==> config.mk <==
export PLATFORM = sky130hd
export DESIGN_NAME = axi_channel_slice_flat
export DESIGN_NICKNAME = d
export VERILOG_FILES = /design/src/rtl/axi_channel_slice_if.sv /design/src/rtl/axi_channel_slice.sv /design/src/flat_wrapper.sv
export SDC_FILE = /design/constraint.sdc
export NUM_CORES = 1
export LEC_CHECK = 0
export ABC_AREA = 0
export BUFFER_PORTS_ARGS = -buffer_cell sky130_fd_sc_hd__buf_2
export CORE_MARGIN = 5
export CORE_UTILIZATION = 52
export CTS_CLUSTER_SIZE = 24
export DETAILED_ROUTE_END_ITERATION = 6
export PLACE_DENSITY = 0.87
export SKIP_LAST_GASP = 1
export SYNTH_ARGS = -nofsm -noshare
export SYNTH_HDL_FRONTEND = slang
export SYNTH_SLANG_ARGS = --single-unit
==> constraint.sdc <==
create_clock -name clock -period 6.2 [get_ports clock]
set_input_delay 1.24 -clock clock [delete_from_list [all_inputs] [get_ports clock]]
set_output_delay 1.24 -clock clock [all_outputs]
set_load 0.02 [all_outputs]
==> src/rtl/axi_channel_slice_if.sv <==
// -----------------------------------------------------------------------------
// axi_channel_slice_if
//   One AXI valid/ready channel: a handshake pair plus a packed payload.
//   W sets the payload width. The owner of valid and bits uses the master
//   modport. The receiver, which drives ready, uses the slave modport.
//
//   valid  master -> slave  payload present
//   ready  slave  -> master receiver can accept this cycle
//   bits   master -> slave  packed payload, MSB->LSB field order
// -----------------------------------------------------------------------------
interface axi_channel_slice_if #(
    parameter int W = 8
) ();
    logic         valid;
    logic         ready;
    logic [W-1:0] bits;

    modport master (output valid, output bits, input ready);
    modport slave  (input valid, input bits, output ready);
endinterface

==> src/rtl/axi_channel_slice.sv <==
// -----------------------------------------------------------------------------
// axi_channel_slice
//   AXI4 register slice between the core master port and the MAXI pins.
//   Each of AW, W, B, AR and R has its own mode:
//     0 = bypass, 1 = forward register, 2 = two-entry skid buffer.
//   Outstanding read and write bursts are counted and capped at the address
//   channels. idle reports when every slice is empty and both counters are
//   zero.
//
//   clock           sole clock
//   reset           synchronous, active-high
//   in_aw / in_w    from core   (slave modport)
//   out_aw / out_w  to memory   (master modport)
//   in_b / in_r     from memory (slave modport)
//   out_b / out_r   to core     (master modport)
//   in_ar           from core   (slave modport)
//   out_ar          to memory   (master modport)
//   rd_outstanding  read bursts accepted and not yet finished by an R last beat
//   wr_outstanding  write bursts accepted and not yet answered by a B beat
//   idle            registered; all slices empty and both counters zero
// -----------------------------------------------------------------------------

// One channel stage. Shared by all five channels; MODE selects the structure.
module axi_channel_slice_stage #(
    parameter int W    = 8,
    parameter int MODE = 2
) (
    input  logic         clock,
    input  logic         reset,
    input  logic         in_valid,
    output logic         in_ready,
    input  logic [W-1:0] in_bits,
    output logic         out_valid,
    input  logic         out_ready,
    output logic [W-1:0] out_bits,
    output logic         empty
);
    // Every mode gates both handshake sides with reset. Nothing can transfer
    // in a reset cycle, even if a stage still held data before that edge.
    if (MODE == 0) begin : g_bypass
        logic unused_clk;
        assign unused_clk = clock;
        assign out_valid  = in_valid && !reset;
        assign out_bits   = in_bits;
        assign in_ready   = out_ready && !reset;
        assign empty      = 1'b1;
    end else if (MODE == 1) begin : g_forward
        logic         full_q;
        logic [W-1:0] data_q;
        logic         push;
        logic         pop;

        assign out_valid = full_q && !reset;
        assign out_bits  = data_q;
        // The ready path is combinational, so a full stage can still stream.
        assign in_ready  = !reset && (!full_q || out_ready);
        assign push      = in_valid && in_ready;
        assign pop       = out_valid && out_ready;
        assign empty     = !full_q;

        // NOTE: state flops use non-blocking assignments so that every flop
        // samples pre-edge values, independent of block evaluation order.
        always_ff @(posedge clock) begin
            if (reset) begin
                full_q <= 1'b0;
            end else if (push) begin
                full_q <= 1'b1;
            end else if (pop) begin
                full_q <= 1'b0;
            end
        end

        // NOTE: payload storage is deliberately left unreset. The valid flag
        // alone decides whether the data is meaningful, which keeps reset off
        // the wide datapath.
        always_ff @(posedge clock) begin
            if (push) begin
                data_q <= in_bits;
            end
        end
    end else begin : g_skid
        logic [W-1:0] mem [2];
        logic         head;
        logic [1:0]   count;
        logic [1:0]   count_nxt;
        logic         rdy_q;
        logic         vld_q;
        logic         push;
        logic         pop;
        logic         wr_idx;

        assign in_ready  = rdy_q && !reset;
        assign out_valid = vld_q && !reset;
        assign out_bits  = mem[head];
        assign push      = in_valid && in_ready;
        assign pop       = out_valid && out_ready;
        assign empty     = (count == 2'd0);
        // The tail sits one past the head when one entry is held. With a
        // simultaneous pop the head moves onto that slot, which keeps order.
        assign wr_idx    = head ^ count[0];

        // NOTE: the default assignment comes first, so every path assigns
        // count_nxt and no latch is inferred.
        always_comb begin
            count_nxt = count;
            case ({push, pop})
                2'b10:   count_nxt = count + 2'd1;
                2'b01:   count_nxt = count - 2'd1;
                default: count_nxt = count;
            endcase
        end

        // ready and valid are recomputed from the next count and registered.
        // No combinational path from the input side reaches the output side.
        always_ff @(posedge clock) begin
            if (reset) begin
                head  <= 1'b0;
                count <= 2'd0;
                rdy_q <= 1'b1;
                vld_q <= 1'b0;
            end else begin
                count <= count_nxt;
                rdy_q <= (count_nxt < 2'd2);
                vld_q <= (count_nxt != 2'd0);
                if (pop) begin
                    head <= ~head;
                end
            end
        end

        always_ff @(posedge clock) begin
            if (push) begin
                mem[wr_idx] <= in_bits;
            end
        end
    end
endmodule

module axi_channel_slice #(
    parameter int ID_W    = 4,
    parameter int ADDR_W  = 32,
    parameter int DATA_W  = 64,
    parameter int MODE_AW = 2,
    parameter int MODE_W  = 2,
    parameter int MODE_B  = 2,
    parameter int MODE_AR = 2,
    parameter int MODE_R  = 2,
    parameter int MAX_RD  = 4,
    parameter int MAX_WR  = 4
) (
    input  logic                  clock,
    input  logic                  reset,
    axi_channel_slice_if.slave    in_aw,
    axi_channel_slice_if.master   out_aw,
    axi_channel_slice_if.slave    in_w,
    axi_channel_slice_if.master   out_w,
    axi_channel_slice_if.slave    in_b,
    axi_channel_slice_if.master   out_b,
    axi_channel_slice_if.slave    in_ar,
    axi_channel_slice_if.master   out_ar,
    axi_channel_slice_if.slave    in_r,
    axi_channel_slice_if.master   out_r,
    output logic [3:0]            rd_outstanding,
    output logic [3:0]            wr_outstanding,
    output logic                  idle
);
    localparam int AX_W = ID_W + ADDR_W + 13;
    localparam int W_W  = DATA_W + DATA_W / 8 + 1;
    localparam int B_W  = ID_W + 2;
    localparam int R_W  = ID_W + DATA_W + 3;

    localparam logic [3:0] RD_CAP = 4'(MAX_RD);
    localparam logic [3:0] WR_CAP = 4'(MAX_WR);

    logic rd_full, wr_full;
    logic ar_in_valid, ar_in_ready, aw_in_valid, aw_in_ready;
    logic aw_empty, w_empty, b_empty, ar_empty, r_empty;
    logic rd_inc, rd_dec, wr_inc, wr_dec;

    // At the cap, the request is hidden from the slice and ready is forced
    // low toward the core. Both sides therefore see the same decision.
    assign rd_full     = (rd_outstanding == RD_CAP);
    assign wr_full     = (wr_outstanding == WR_CAP);
    assign ar_in_valid = in_ar.valid && !rd_full;
    assign aw_in_valid = in_aw.valid && !wr_full;
    assign in_ar.ready = ar_in_ready && !rd_full;
    assign in_aw.ready = aw_in_ready && !wr_full;

    assign rd_inc = ar_in_valid && ar_in_ready;
    assign rd_dec = out_r.valid && out_r.ready && out_r.bits[0];
    assign wr_inc = aw_in_valid && aw_in_ready;
    assign wr_dec = out_b.valid && out_b.ready;

    axi_channel_slice_stage #(.W(AX_W), .MODE(MODE_AW)) u_aw (
        .clock(clock), .reset(reset),
        .in_valid(aw_in_valid), .in_ready(aw_in_ready), .in_bits(in_aw.bits),
        .out_valid(out_aw.valid), .out_ready(out_aw.ready), .out_bits(out_aw.bits),
        .empty(aw_empty)
    );

    axi_channel_slice_stage #(.W(W_W), .MODE(MODE_W)) u_w (
        .clock(clock), .reset(reset),
        .in_valid(in_w.valid), .in_ready(in_w.ready), .in_bits(in_w.bits),
        .out_valid(out_w.valid), .out_ready(out_w.ready), .out_bits(out_w.bits),
        .empty(w_empty)
    );

    axi_channel_slice_stage #(.W(B_W), .MODE(MODE_B)) u_b (
        .clock(clock), .reset(reset),
        .in_valid(in_b.valid), .in_ready(in_b.ready), .in_bits(in_b.bits),
        .out_valid(out_b.valid), .out_ready(out_b.ready), .out_bits(out_b.bits),
        .empty(b_empty)
    );

    axi_channel_slice_stage #(.W(AX_W), .MODE(MODE_AR)) u_ar (
        .clock(clock), .reset(reset),
        .in_valid(ar_in_valid), .in_ready(ar_in_ready), .in_bits(in_ar.bits),
        .out_valid(out_ar.valid), .out_ready(out_ar.ready), .out_bits(out_ar.bits),
        .empty(ar_empty)
    );

    axi_channel_slice_stage #(.W(R_W), .MODE(MODE_R)) u_r (
        .clock(clock), .reset(reset),
        .in_valid(in_r.valid), .in_ready(in_r.ready), .in_bits(in_r.bits),
        .out_valid(out_r.valid), .out_ready(out_r.ready), .out_bits(out_r.bits),
        .empty(r_empty)
    );

    // A simultaneous increment and decrement cancel. A stray decrement at
    // zero saturates instead of wrapping.
    function automatic logic [3:0] next_count(input logic [3:0] cur,
                                              input logic inc, input logic dec);
        if (inc && !dec) begin
            return cur + 4'd1;
        end
        if (dec && !inc && cur != 4'd0) begin
            return cur - 4'd1;
        end
        return cur;
    endfunction

    always_ff @(posedge clock) begin
        if (reset) begin
            rd_outstanding <= 4'd0;
            wr_outstanding <= 4'd0;
            idle           <= 1'b1;
        end else begin
            rd_outstanding <= next_count(rd_outstanding, rd_inc, rd_dec);
            wr_outstanding <= next_count(wr_outstanding, wr_inc, wr_dec);
            idle           <= aw_empty && w_empty && b_empty && ar_empty && r_empty
                              && rd_outstanding == 4'd0 && wr_outstanding == 4'd0;
        end
    end
endmodule

==> src/flat_wrapper.sv <==
// flat-port wrapper written by rule: the top's interface ports become plain ports
module axi_channel_slice_flat 
#(
    parameter int ID_W    = 4,
    parameter int ADDR_W  = 32,
    parameter int DATA_W  = 64,
    parameter int MODE_AW = 2,
    parameter int MODE_W  = 2,
    parameter int MODE_B  = 2,
    parameter int MODE_AR = 2,
    parameter int MODE_R  = 2,
    parameter int MAX_RD  = 4,
    parameter int MAX_WR  = 4
)
  (clock, reset, rd_outstanding, wr_outstanding, idle, in_aw_valid, in_aw_bits, in_aw_ready, out_aw_valid, out_aw_bits, out_aw_ready, in_w_valid, in_w_bits, in_w_ready, out_w_valid, out_w_bits, out_w_ready, in_b_valid, in_b_bits, in_b_ready, out_b_valid, out_b_bits, out_b_ready, in_ar_valid, in_ar_bits, in_ar_ready, out_ar_valid, out_ar_bits, out_ar_ready, in_r_valid, in_r_bits, in_r_ready, out_r_valid, out_r_bits, out_r_ready);
  axi_channel_slice_if #(.W((49))) in_aw_i ();
  axi_channel_slice_if #(.W((49))) out_aw_i ();
  axi_channel_slice_if #(.W((73))) in_w_i ();
  axi_channel_slice_if #(.W((73))) out_w_i ();
  axi_channel_slice_if #(.W((6))) in_b_i ();
  axi_channel_slice_if #(.W((6))) out_b_i ();
  axi_channel_slice_if #(.W((49))) in_ar_i ();
  axi_channel_slice_if #(.W((49))) out_ar_i ();
  axi_channel_slice_if #(.W((71))) in_r_i ();
  axi_channel_slice_if #(.W((71))) out_r_i ();
  input  logic clock;
  input  logic reset;
  output logic [3:0] rd_outstanding;
  output logic [3:0] wr_outstanding;
  output logic idle;
  input wire logic [$bits(in_aw_i.valid)-1:0] in_aw_valid;
  input wire logic [$bits(in_aw_i.bits)-1:0] in_aw_bits;
  output wire logic [$bits(in_aw_i.ready)-1:0] in_aw_ready;
  output wire logic [$bits(out_aw_i.valid)-1:0] out_aw_valid;
  output wire logic [$bits(out_aw_i.bits)-1:0] out_aw_bits;
  input wire logic [$bits(out_aw_i.ready)-1:0] out_aw_ready;
  input wire logic [$bits(in_w_i.valid)-1:0] in_w_valid;
  input wire logic [$bits(in_w_i.bits)-1:0] in_w_bits;
  output wire logic [$bits(in_w_i.ready)-1:0] in_w_ready;
  output wire logic [$bits(out_w_i.valid)-1:0] out_w_valid;
  output wire logic [$bits(out_w_i.bits)-1:0] out_w_bits;
  input wire logic [$bits(out_w_i.ready)-1:0] out_w_ready;
  input wire logic [$bits(in_b_i.valid)-1:0] in_b_valid;
  input wire logic [$bits(in_b_i.bits)-1:0] in_b_bits;
  output wire logic [$bits(in_b_i.ready)-1:0] in_b_ready;
  output wire logic [$bits(out_b_i.valid)-1:0] out_b_valid;
  output wire logic [$bits(out_b_i.bits)-1:0] out_b_bits;
  input wire logic [$bits(out_b_i.ready)-1:0] out_b_ready;
  input wire logic [$bits(in_ar_i.valid)-1:0] in_ar_valid;
  input wire logic [$bits(in_ar_i.bits)-1:0] in_ar_bits;
  output wire logic [$bits(in_ar_i.ready)-1:0] in_ar_ready;
  output wire logic [$bits(out_ar_i.valid)-1:0] out_ar_valid;
  output wire logic [$bits(out_ar_i.bits)-1:0] out_ar_bits;
  input wire logic [$bits(out_ar_i.ready)-1:0] out_ar_ready;
  input wire logic [$bits(in_r_i.valid)-1:0] in_r_valid;
  input wire logic [$bits(in_r_i.bits)-1:0] in_r_bits;
  output wire logic [$bits(in_r_i.ready)-1:0] in_r_ready;
  output wire logic [$bits(out_r_i.valid)-1:0] out_r_valid;
  output wire logic [$bits(out_r_i.bits)-1:0] out_r_bits;
  input wire logic [$bits(out_r_i.ready)-1:0] out_r_ready;
  assign in_aw_i.valid = in_aw_valid;
  assign in_aw_i.bits = in_aw_bits;
  assign in_aw_ready = in_aw_i.ready;
  assign out_aw_valid = out_aw_i.valid;
  assign out_aw_bits = out_aw_i.bits;
  assign out_aw_i.ready = out_aw_ready;
  assign in_w_i.valid = in_w_valid;
  assign in_w_i.bits = in_w_bits;
  assign in_w_ready = in_w_i.ready;
  assign out_w_valid = out_w_i.valid;
  assign out_w_bits = out_w_i.bits;
  assign out_w_i.ready = out_w_ready;
  assign in_b_i.valid = in_b_valid;
  assign in_b_i.bits = in_b_bits;
  assign in_b_ready = in_b_i.ready;
  assign out_b_valid = out_b_i.valid;
  assign out_b_bits = out_b_i.bits;
  assign out_b_i.ready = out_b_ready;
  assign in_ar_i.valid = in_ar_valid;
  assign in_ar_i.bits = in_ar_bits;
  assign in_ar_ready = in_ar_i.ready;
  assign out_ar_valid = out_ar_i.valid;
  assign out_ar_bits = out_ar_i.bits;
  assign out_ar_i.ready = out_ar_ready;
  assign in_r_i.valid = in_r_valid;
  assign in_r_i.bits = in_r_bits;
  assign in_r_ready = in_r_i.ready;
  assign out_r_valid = out_r_i.valid;
  assign out_r_bits = out_r_i.bits;
  assign out_r_i.ready = out_r_ready;
  axi_channel_slice #(.ID_W(ID_W), .ADDR_W(ADDR_W), .DATA_W(DATA_W), .MODE_AW(MODE_AW), .MODE_W(MODE_W), .MODE_B(MODE_B), .MODE_AR(MODE_AR), .MODE_R(MODE_R), .MAX_RD(MAX_RD), .MAX_WR(MAX_WR)) u_core (.clock(clock), .reset(reset), .in_aw(in_aw_i), .out_aw(out_aw_i), .in_w(in_w_i), .out_w(out_w_i), .in_b(in_b_i), .out_b(out_b_i), .in_ar(in_ar_i), .out_ar(out_ar_i), .in_r(in_r_i), .out_r(out_r_i), .rd_outstanding(rd_outstanding), .wr_outstanding(wr_outstanding), .idle(idle));
endmodule
== After elaboration in Yosys (flattened, before gate mapping) ==
Memory sizes are Yosys's and may differ from the RTL's. A register that Yosys moved wholly into a read port is not among the register bits.
Index checks and enable logic that the tools add are counted.

* ROM bits: 0
* Register bits after elaboration: 34
* Latch bits: 0
* Memories kept: 5
* Word-level logic and storage cells: 172
* RAM bits: 496

{| class="wikitable"
|+ Memories
! name !! depth !! width !! read ports !! clocked after memory_dff !! write ports !! RTL line !! text
|-
| u_core.u_w.g_skid.mem || 2 || 73 || 1 || 1 || 1 || axi_channel_slice.sv:82 || <nowiki>logic [W-1:0] mem [2];</nowiki>
|-
| u_core.u_r.g_skid.mem || 2 || 71 || 1 || 1 || 1 || axi_channel_slice.sv:82 ||
|-
| u_core.u_ar.g_skid.mem || 2 || 49 || 1 || 1 || 1 || axi_channel_slice.sv:82 ||
|-
| u_core.u_aw.g_skid.mem || 2 || 49 || 1 || 1 || 1 || axi_channel_slice.sv:82 ||
|-
| u_core.u_b.g_skid.mem || 2 || 6 || 1 || 1 || 1 || axi_channel_slice.sv:82 ||
|}

* Shift operators: 0
* Eq/ne operators: 12
* Mux-type cells: 43
* Magnitude comparators: 5
* Bitwise logic cells: 10
* Reductions and logical operators: 60
* Add/subtract/negate cells: 14
* Divide/modulo/power cells: 0
* $mul: 0

{| class="wikitable"
|+ Operators with widths
! kind !! count
|-
| 1-bit logical AND || 37
|-
| 4-bit 2-to-1 mux || 8
|-
| 1-bit 2-to-1 mux || 30
|-
| 2-bit case mux with 2 select lines || 5
|-
| 2-bit nonzero test || 7
|-
| 2-bit by 1-bit adder with 2-bit output, second input constant || 5
|-
| 2-bit by 1-bit equality test with 1-bit output, second input constant || 5
|-
| 2-bit equality test, second input constant || 5
|-
| 2-bit zero test || 5
|-
| 2-bit < comparator, second input constant || 5
|-
| 2-bit by 1-bit subtractor with 2-bit output, second input constant || 5
|-
| 4-bit by 1-bit adder with 4-bit output, second input constant || 2
|-
| 4-bit by 3-bit equality test with 1-bit output, second input constant || 2
|-
| 4-bit zero test || 2
|-
| 4-bit nonzero test || 2
|-
| 4-bit by 1-bit subtractor with 4-bit output, second input constant || 2
|-
| 1-bit zero test || 7
|-
| 1-bit inverter || 5
|-
| 1-bit bitwise XOR || 5
|}

== Logic depth before layout (Yosys ltp) ==
Gate-level depths: netlist of the first run.

* Depth in word-level cells: 12
* Mapped depth: 11

== Hierarchy ==
From an unflattened synthesis of the first run, not the netlist that was laid out.

* Cell total of the unflattened synthesis: 1023
* Area total of the unflattened synthesis: 20318.2 µm²

{| class="wikitable"
|+ Modules (own cells, without submodules)
! module !! instances !! area each (µm²) !! cells each !! seq. area each (µm²)
|-
| axi_channel_slice_stage (u_core.u_ar ...) || 2 || 3887.5 || 184 || 3062.9
|-
| axi_channel_slice_stage (u_core.u_w) || 1 || 5602.9 || 259 || 4504.3
|-
| axi_channel_slice_stage (u_core.u_r) || 1 || 5460.2 || 253 || 4384.2
|-
| axi_channel_slice || 1 || 767.0 || 94 || 180.2
|-
| axi_channel_slice_stage (u_core.u_b) || 1 || 713.2 || 49 || 480.5
|}

== Worst setup path before layout of the first run ==
OpenSTA, ideal clock, no wires.

* Path kind: input -> register
* From: input port reset
* To: memory u_core.u_w.g_skid.mem[1][0] (netlist name) (enable)
* Data required time: 5.696 ns
* Setup slack: 0.705 ns
* Library setup time: 0.504 ns
* Arrival: 4.990 ns
* Path buffers: 1
* Cell stages on the path: 4
* Cells stage by stage: buf_2 nor2b_1 nand2_1 nor2_1

* Longest elaborated chain between the ends: 5

{| class="wikitable"
|+ Ends and longest elaborated chain
! item !! RTL line !! text
|-
| from (decl) || flat_wrapper.sv:27 || <nowiki>input logic reset;</nowiki>
|-
| 1-bit zero test || axi_channel_slice.sv:92 || <nowiki>assign in_ready = rdy_q && !reset;</nowiki>
|-
| 1-bit logical AND || axi_channel_slice.sv:92 ||
|-
| net in_w_ready || flat_wrapper.sv:39 || <nowiki>output wire logic [$bits(in_w_i.ready)-1:0] in_w_ready;</nowiki>
|-
| 1-bit logical AND || axi_channel_slice.sv:95 || <nowiki>assign push = in_valid && in_ready;</nowiki>
|-
| 1-bit 2-to-1 mux || axi_channel_slice.sv:132 || <nowiki>if (push) begin</nowiki>
|-
| 1-bit 2-to-1 mux (not written as such) || axi_channel_slice.sv:133 || <nowiki>mem[wr_idx] <= in_bits;</nowiki>
|-
| to (decl) || axi_channel_slice.sv:82 ||
|}

The timed path passes the listed nets, and every way through them passes these cells.

==> impl_metrics.env, run 1 <==
export IMPL_status="finished clean"
export IMPL_grt_overflow_total=0
export IMPL_numCtsBuffers=53
export IMPL_grt_pass1_wl_um=65800
export IMPL_tightest_slew_ps=1170
export IMPL_arrival_ps=2680
export IMPL_power_w=0.00835
export IMPL_maxSlewHeadroom_pct=21.8
export IMPL_cap_violations=0
export IMPL_route_detailed_drc=0
export IMPL_grt_pass1_vias=11500
export IMPL_ctsHoldBuffers=0
export IMPL_cts_htree_levels=2
export IMPL_synth_top_cell_area_share_pct=75.8
export IMPL_die_w_um=204
export IMPL_p_leak_nw=9.09
export IMPL_fin_nets=1800
export IMPL_grt_busiest_layer="met2"
export IMPL_dp_hpwl_um=30700
export IMPL_gp_congestion=0.819
export IMPL_drive_above_1_share_pct=55.5
export IMPL_cts_clk_slew_worst_paths_ps=60
export IMPL_finalCritPeriodShare_pct=63.3
export IMPL_synth_area_leaders="edfxtp_1 (76%), mux2_2 (14%), dfxtp_1 (4.0%)"
export IMPL_rows=71
export IMPL_syn_num_nets=1244
export IMPL_met1_usage_pct=23.6
export IMPL_holdCritPathClass="reg -> reg"
export IMPL_hold_worst_slack_ps=561
export IMPL_final_max_slew_viol_count=0
export IMPL_ys_flop_type="edfxtp_1"
export IMPL_io_pins=527
export IMPL_synth_seq_area_share_pct=79.8
export IMPL_cp_slowest_cell="dfxtp_2"
export IMPL_crit_family="flip-flops"
export IMPL_path_class="reg -> out"
export IMPL_grt_usage_pct=20.5
export IMPL_crit_chain="buf_4 -> mux2_2 -> buf_2"
export IMPL_areaGrowthSynthToFinish_pct=24.7
export IMPL_critPathLaunchType="flop"
export IMPL_io_buffers=526
export IMPL_power_density_mw_per_mm2=341
export IMPL_dr_total_vias=10800
export IMPL_ant_nets=0
export IMPL_hold_viol=0
export IMPL_ctsResizeCount=0
export IMPL_rsz0062_at_grt="no"
export IMPL_period_needed_ps=3920
export IMPL_yosys_top_cells_count="edfxtp_1 (496), mux2_2 (248), dfxtp_1 (39), nor2_1 (35), xnor2_1 (21)"
export IMPL_wl_per_cell_um=21.5
export IMPL_vias_per_cell=5.20
export IMPL_required_ps=4960
export IMPL_syn_area_per_cell_um2=20.1
export IMPL_ys_async_sr_fraction_pct=0
export IMPL_ir_drop_v=0.000330
export IMPL_yosysTopAreaCell="edfxtp_1"
export IMPL_synth_area_mm2=0.0196
export IMPL_clk_insertion_delay_late_ps=570
export IMPL_tns_ps=0
export IMPL_drt_total_wl_um=44800
export IMPL_cts_root_buffer="clkbuf_16"
export IMPL_ys_ff_latch=535
export IMPL_post_cts_buffers=0
export IMPL_grt_max_degree=74
export IMPL_setup_violations=0
export IMPL_drt_initial_drc_count=675
export IMPL_ys_types=39
export IMPL_cts_sinks=535
export IMPL_netlist_instances=975
export IMPL_max_stage_delay_ps=990
export IMPL_start_util_pct=52.4
export IMPL_synth_enable_flop_cells=496
export IMPL_coreArea_mm2=0.0375
export IMPL_fp_dieArea_mm2=0.0418
export IMPL_antenna_found_initial=14
export IMPL_final_core_util_pct=65.3
export IMPL_fmax_ghz=0.255
export IMPL_met3_usage_pct=5.87
export IMPL_yosys_warnings=0
export IMPL_worst_clock_skew_ps=17.1
export IMPL_crit_buf_inv=2
export IMPL_cts_tree="built"
export IMPL_yosysMostFrequentCell="edfxtp_1"
export IMPL_die_y_um=204
export IMPL_use_met2_pct=36.5
export IMPL_cts_buffer_depth=3
export IMPL_drt_pass1_iter_count=5
export IMPL_fillCellCount=2526
export IMPL_worstSetupEndpointType="output port"
export IMPL_cp_max_fo=43
==> cells in the final DEF (no fill, tap or decap), types with 2 or more instances in the layout <==
cell | netlist | routed
nand2_1 | 6 | 6
clkinv_2 | 0 | 6
nor2b_1 | 11 | 10
nor2_4 | 0 | 4
clkbuf_16 | 0 | 53
nor2_1 | 35 | 31
nor3_1 | 6 | 6
o21ai_0 | 4 | 4
xnor2_1 | 21 | 21
inv_6 | 0 | 3
clkbuf_8 | 0 | 3
bufinv_16 | 0 | 2
and2_1 | 5 | 4
a21oi_1 | 10 | 10
ha_1 | 9 | 9
dfxtp_2 | 0 | 4
nand3_1 | 2 | 2
buf_2 | 4 | 526
xor2_1 | 6 | 6
and3_1 | 4 | 2
nor4_1 | 2 | 2
clkinv_4 | 0 | 2
nor3b_1 | 5 | 5
nand3b_1 | 2 | 2
mux2_2 | 248 | 248
clkinv_1 | 0 | 10
edfxtp_1 | 496 | 496
and3_2 | 0 | 2
dfxtp_1 | 39 | 35
a22oi_2 | 2 | 2
clkbuf_1 | 20 | 12
and3b_1 | 3 | 3
diode_2 | 0 | 7
inv_1 | 11 | 11
buf_4 | 0 | 9
==> per-layer routing <==
layer,part of all wire (%),wire length (µm)
met5,0.20,91
met4,3.1,1400
met3,8.4,3750
met2,53,23700
met1,35,15800
==> cell families (layout without fill, tap and decap cells) <==
group	Yosys count	in the layout	share of synthesized area (%)
AO/OA/AOI/OAI	24	24	0.841
XOR/XNOR	27	27	1.20
adder cells (fa/ha/maj)	9	9	0.573
buffers and inverters	45	638	0.924
flip-flops	535	535	79.8
multiplexers	250	250	14.4
other	0	7	0
AND/OR/NAND/NOR	85	85	2.31
==> through the flow <==
stage                     setup WS [ps]  cells  instance area, µm²
after floorplan                     705    975               19600
after global placement             2480   1987               22900
after detailed placement           2410   1987               22900
after CTS                          2240   2079               24500
after global routing               2120   2085               24500
final                              2280   2086               24500
==> registers in the layout (all words and copies together) (netlist names), 2 cells and up, named ones only <==
signal,count
u_core.rd_outstanding,4
u_core.wr_outstanding,4
u_core.u_ar.g_skid.mem,98
u_core.u_aw.g_skid.count,2
u_core.u_r.g_skid.count,2
u_core.u_aw.g_skid.mem,98
u_core.u_w.g_skid.mem,146
u_core.u_b.g_skid.count,2
u_core.u_w.g_skid.count,2
u_core.u_b.g_skid.mem,12
u_core.u_r.g_skid.mem,142
u_core.u_ar.g_skid.count,2
==> worst min-delay path: stages, from the launching register on <==
cell and delay, ps:
dfxtp_1 350, xnor2_1 100, nor2_1 80
==> final cells by class <==
| type | count | area, µm² | share of cell area (%) |
|---|---|---|---|
| Antenna cell | 7 | 17.5 | 0.0715 |
| Clock buffer | 68 | 1410 | 5.77 |
| Clock inverter | 24 | 179 | 0.730 |
| Inverter | 11 | 41.3 | 0.169 |
| Multi-Input combinational cell | 395 | 3830 | 15.6 |
| Sequential cell | 535 | 15700 | 64.0 |
| Tap cell | 511 | 639 | 2.61 |
| Timing Repair Buffer | 535 | 2700 | 11.0 |
==> final timing paths <==
check,start,end,slack (ps),cells past startpoint
worst min-delay path,u_core.u_ar.g_skid.head,flop,560,2
worst max-delay path,flop,out_w_bits[40],2280,3
worst max register to register,u_core.wr_outstanding[0],u_core.u_aw.g_skid.mem[0][0],3390,5
worst min register to register,u_core.u_ar.g_skid.head,flop,560,2
==> power breakdown <==
part	switching, W	internal (W)
clock	0.00126	0.00169
sequential	0.000109	0.00423
combinational	0.000654	0.000410
total	0.00202	0.00633
(Power assumes the default switching activity.)
==> run 2, diff against run 1 <==
clock period = 4.01 ns   (was 6.2 ns; I/O delays follow)
==> run 2 against run 1 <==
Effect of this change:
- total power up 59%
- count of clock-buffer cells in the layout down 4
- clock power up 67%
- combinational power up 58%
- sequential cell count unchanged
- highest routed layer unchanged
- critical path type unchanged
- hold slack worse by 160 ps
- non-clock buffer count up 5
- via count up 0.56%
- first-iteration DRC count down 3.6%
- clock skew up 6.3 ps
- cell count up 0.34%
- core utilization up 0.60 points
==> impl_metrics.env, run 2 (synthesized netlist as in run 1, its figures left out) <==
export IMPL_status="finished clean"
export IMPL_worstSetupEndpointType="output port"
export IMPL_top_register="u_core.u_w.g_skid.mem"
export IMPL_tns_ps=0
export IMPL_worst_clock_skew_ps=23.3
export IMPL_met3_usage_pct=6.68
export IMPL_wl_per_cell_um=21.8
export IMPL_die_y_um=204
export IMPL_cts_buffer_depth=3
export IMPL_die_w_um=204
export IMPL_worst_slack_ps=874
export IMPL_io_pins=527
export IMPL_grt_pass1_vias=11500
export IMPL_coreArea_mm2=0.0375
export IMPL_hold_viol=0
export IMPL_dr_total_vias=10900
export IMPL_power_density_mw_per_mm2=537
export IMPL_arrival_ps=2330
export IMPL_cts_tree="built"
export IMPL_finalCritPeriodShare_pct=78.2
export IMPL_route_detailed_drc=0
export IMPL_final_common_cell="buf_2"
export IMPL_rows=71
export IMPL_start_util_pct=52.4
export IMPL_setup_violations=0
export IMPL_grt_overflow_total=0
export IMPL_final_max_slew_viol_count=0
export IMPL_tightest_slew_ps=1130
export IMPL_drt_initial_drc_count=651
export IMPL_grt_usage_pct=21.0
export IMPL_post_cts_buffers=0
export IMPL_fin_nets=1804
export IMPL_antenna_found_initial=7
export IMPL_vias_per_cell=5.21
export IMPL_ir_drop_v=0.000558
export IMPL_grt_max_degree=74
export IMPL_io_buffers=526
export IMPL_reg_largest_list="u_core.u_w.g_skid.mem x146, u_core.u_r.g_skid.mem x142"
export IMPL_cts_sinks=535
export IMPL_maxSlewHeadroom_pct=24.4
export IMPL_final_cell_mix="buf_2 (526), edfxtp_1 (496), mux2_2 (248)"
export IMPL_grt_busiest_layer="met2"
export IMPL_clk_insertion_delay_late_ps=580
export IMPL_ctsHoldBuffers=0
export IMPL_cts_root_buffer="clkbuf_16"
export IMPL_drt_pass1_iter_count=4
export IMPL_p_leak_nw=9.18
export IMPL_drive_above_1_share_pct=55.4
export IMPL_numCtsBuffers=52
export IMPL_dp_hpwl_um=31800
export IMPL_ctsResizeCount=0
export IMPL_cts_htree_levels=2
export IMPL_post_place_ws_ps=996
export IMPL_grt_pass1_wl_um=67300
export IMPL_fmax_ghz=0.319
export IMPL_rsz0062_at_grt="no"
export IMPL_cp_max_fo=32
export IMPL_met1_usage_pct=24.6
export IMPL_holdCritPathClass="in -> reg"
export IMPL_place_inst=1992
export IMPL_required_ps=3210
export IMPL_fp_dieArea_mm2=0.0418
export IMPL_period_needed_ps=3140
export IMPL_path_class="reg -> out"
export IMPL_final_cell_count_no_fill=2093
export IMPL_fillCellCount=2470
export IMPL_drt_total_wl_um=45600
export IMPL_areaGrowthSynthToFinish_pct=25.9
export IMPL_critPathLaunchType="flop"
export IMPL_largest_register_ff_count=146
export IMPL_cts_clk_slew_worst_paths_ps=60
export IMPL_use_met2_pct=37.2
export IMPL_cap_violations=0
export IMPL_gp_congestion=0.783
export IMPL_ant_nets=0
-- run 2: cell count changes in the layout (fill, tap and decap cells not counted), moves of 2 or more --
cell       before  now
clkinv_4        2    0
bufinv_16       2    8
diode_2         7    5
clkbuf_8        3    0
clkinv_1       10   17
buf_12          0    5
-- run 2: cell type report --
class | instances | area (µm²) | area share (%)
clock buffers | 64 | 1370 | 5.53
diodes | 5 | 12.5 | 0.0506
inverters | 11 | 41.3 | 0.167
well taps | 511 | 639 | 2.59
flip-flops and latches | 535 | 15700 | 63.4
repair buffers | 540 | 2800 | 11.3
clock inverters | 32 | 347 | 1.40
multi-input cells | 395 | 3830 | 15.5
-- run 2: through the flow --
stage / hold slack (ps) / utilization (%) / cell area (µm²) / power, W
3_5_place_dp: 548 / 61.3 / 23000 / 0.00848
5_1_grt: 368 / 65.9 / 24700 / 0.0138
3_3_place_gp: 543 / 61.3 / 23000 / 0.00841
4_1_cts: 358 / 65.9 / 24700 / 0.0134
6_report: 401 / 65.9 / 24700 / 0.0133
2_1_floorplan: 523 / - / 19700 / 0.00780
-- run 2: path summary, 6_finish.rpt --
| kind | slack (ps) | cells after the start | to | startpoint |
|---|---|---|---|---|
| min reg2reg | 560 | 2 | u_core.u_r.g_skid.head | u_core.u_r.g_skid.head |
| max | 870 | 3 | out_ar_bits[17] | flop |
| min | 400 | 1 | u_core.u_r.g_skid.mem[1][65] | in_r_bits[65] |
| max reg2reg | 1280 | 7 | u_core.u_aw.g_skid.mem[1][9] | u_core.wr_outstanding[0] |
-- run 2: routing by layer --
metal / wire [µm] / vias up
met1: 16500 / 5416
met4: 929 / 8
met2: 24000 / 481
met5: 48 / -
met3: 4160 / 72
li1: - / 4923
-- run 2: power breakdown --
| group | switching (W) | internal (W) |
|---|---|---|
| Clock | 0.00197 | 0.00292 |
| Sequential | 0.000154 | 0.00653 |
| Combinational | 0.00103 | 0.000651 |
-- run 2: critical path, cell delays in order, from the launching register on --
cell and delay, ps:
dfxtp_2 800, buf_4 380, mux2_2 360, buf_2 180
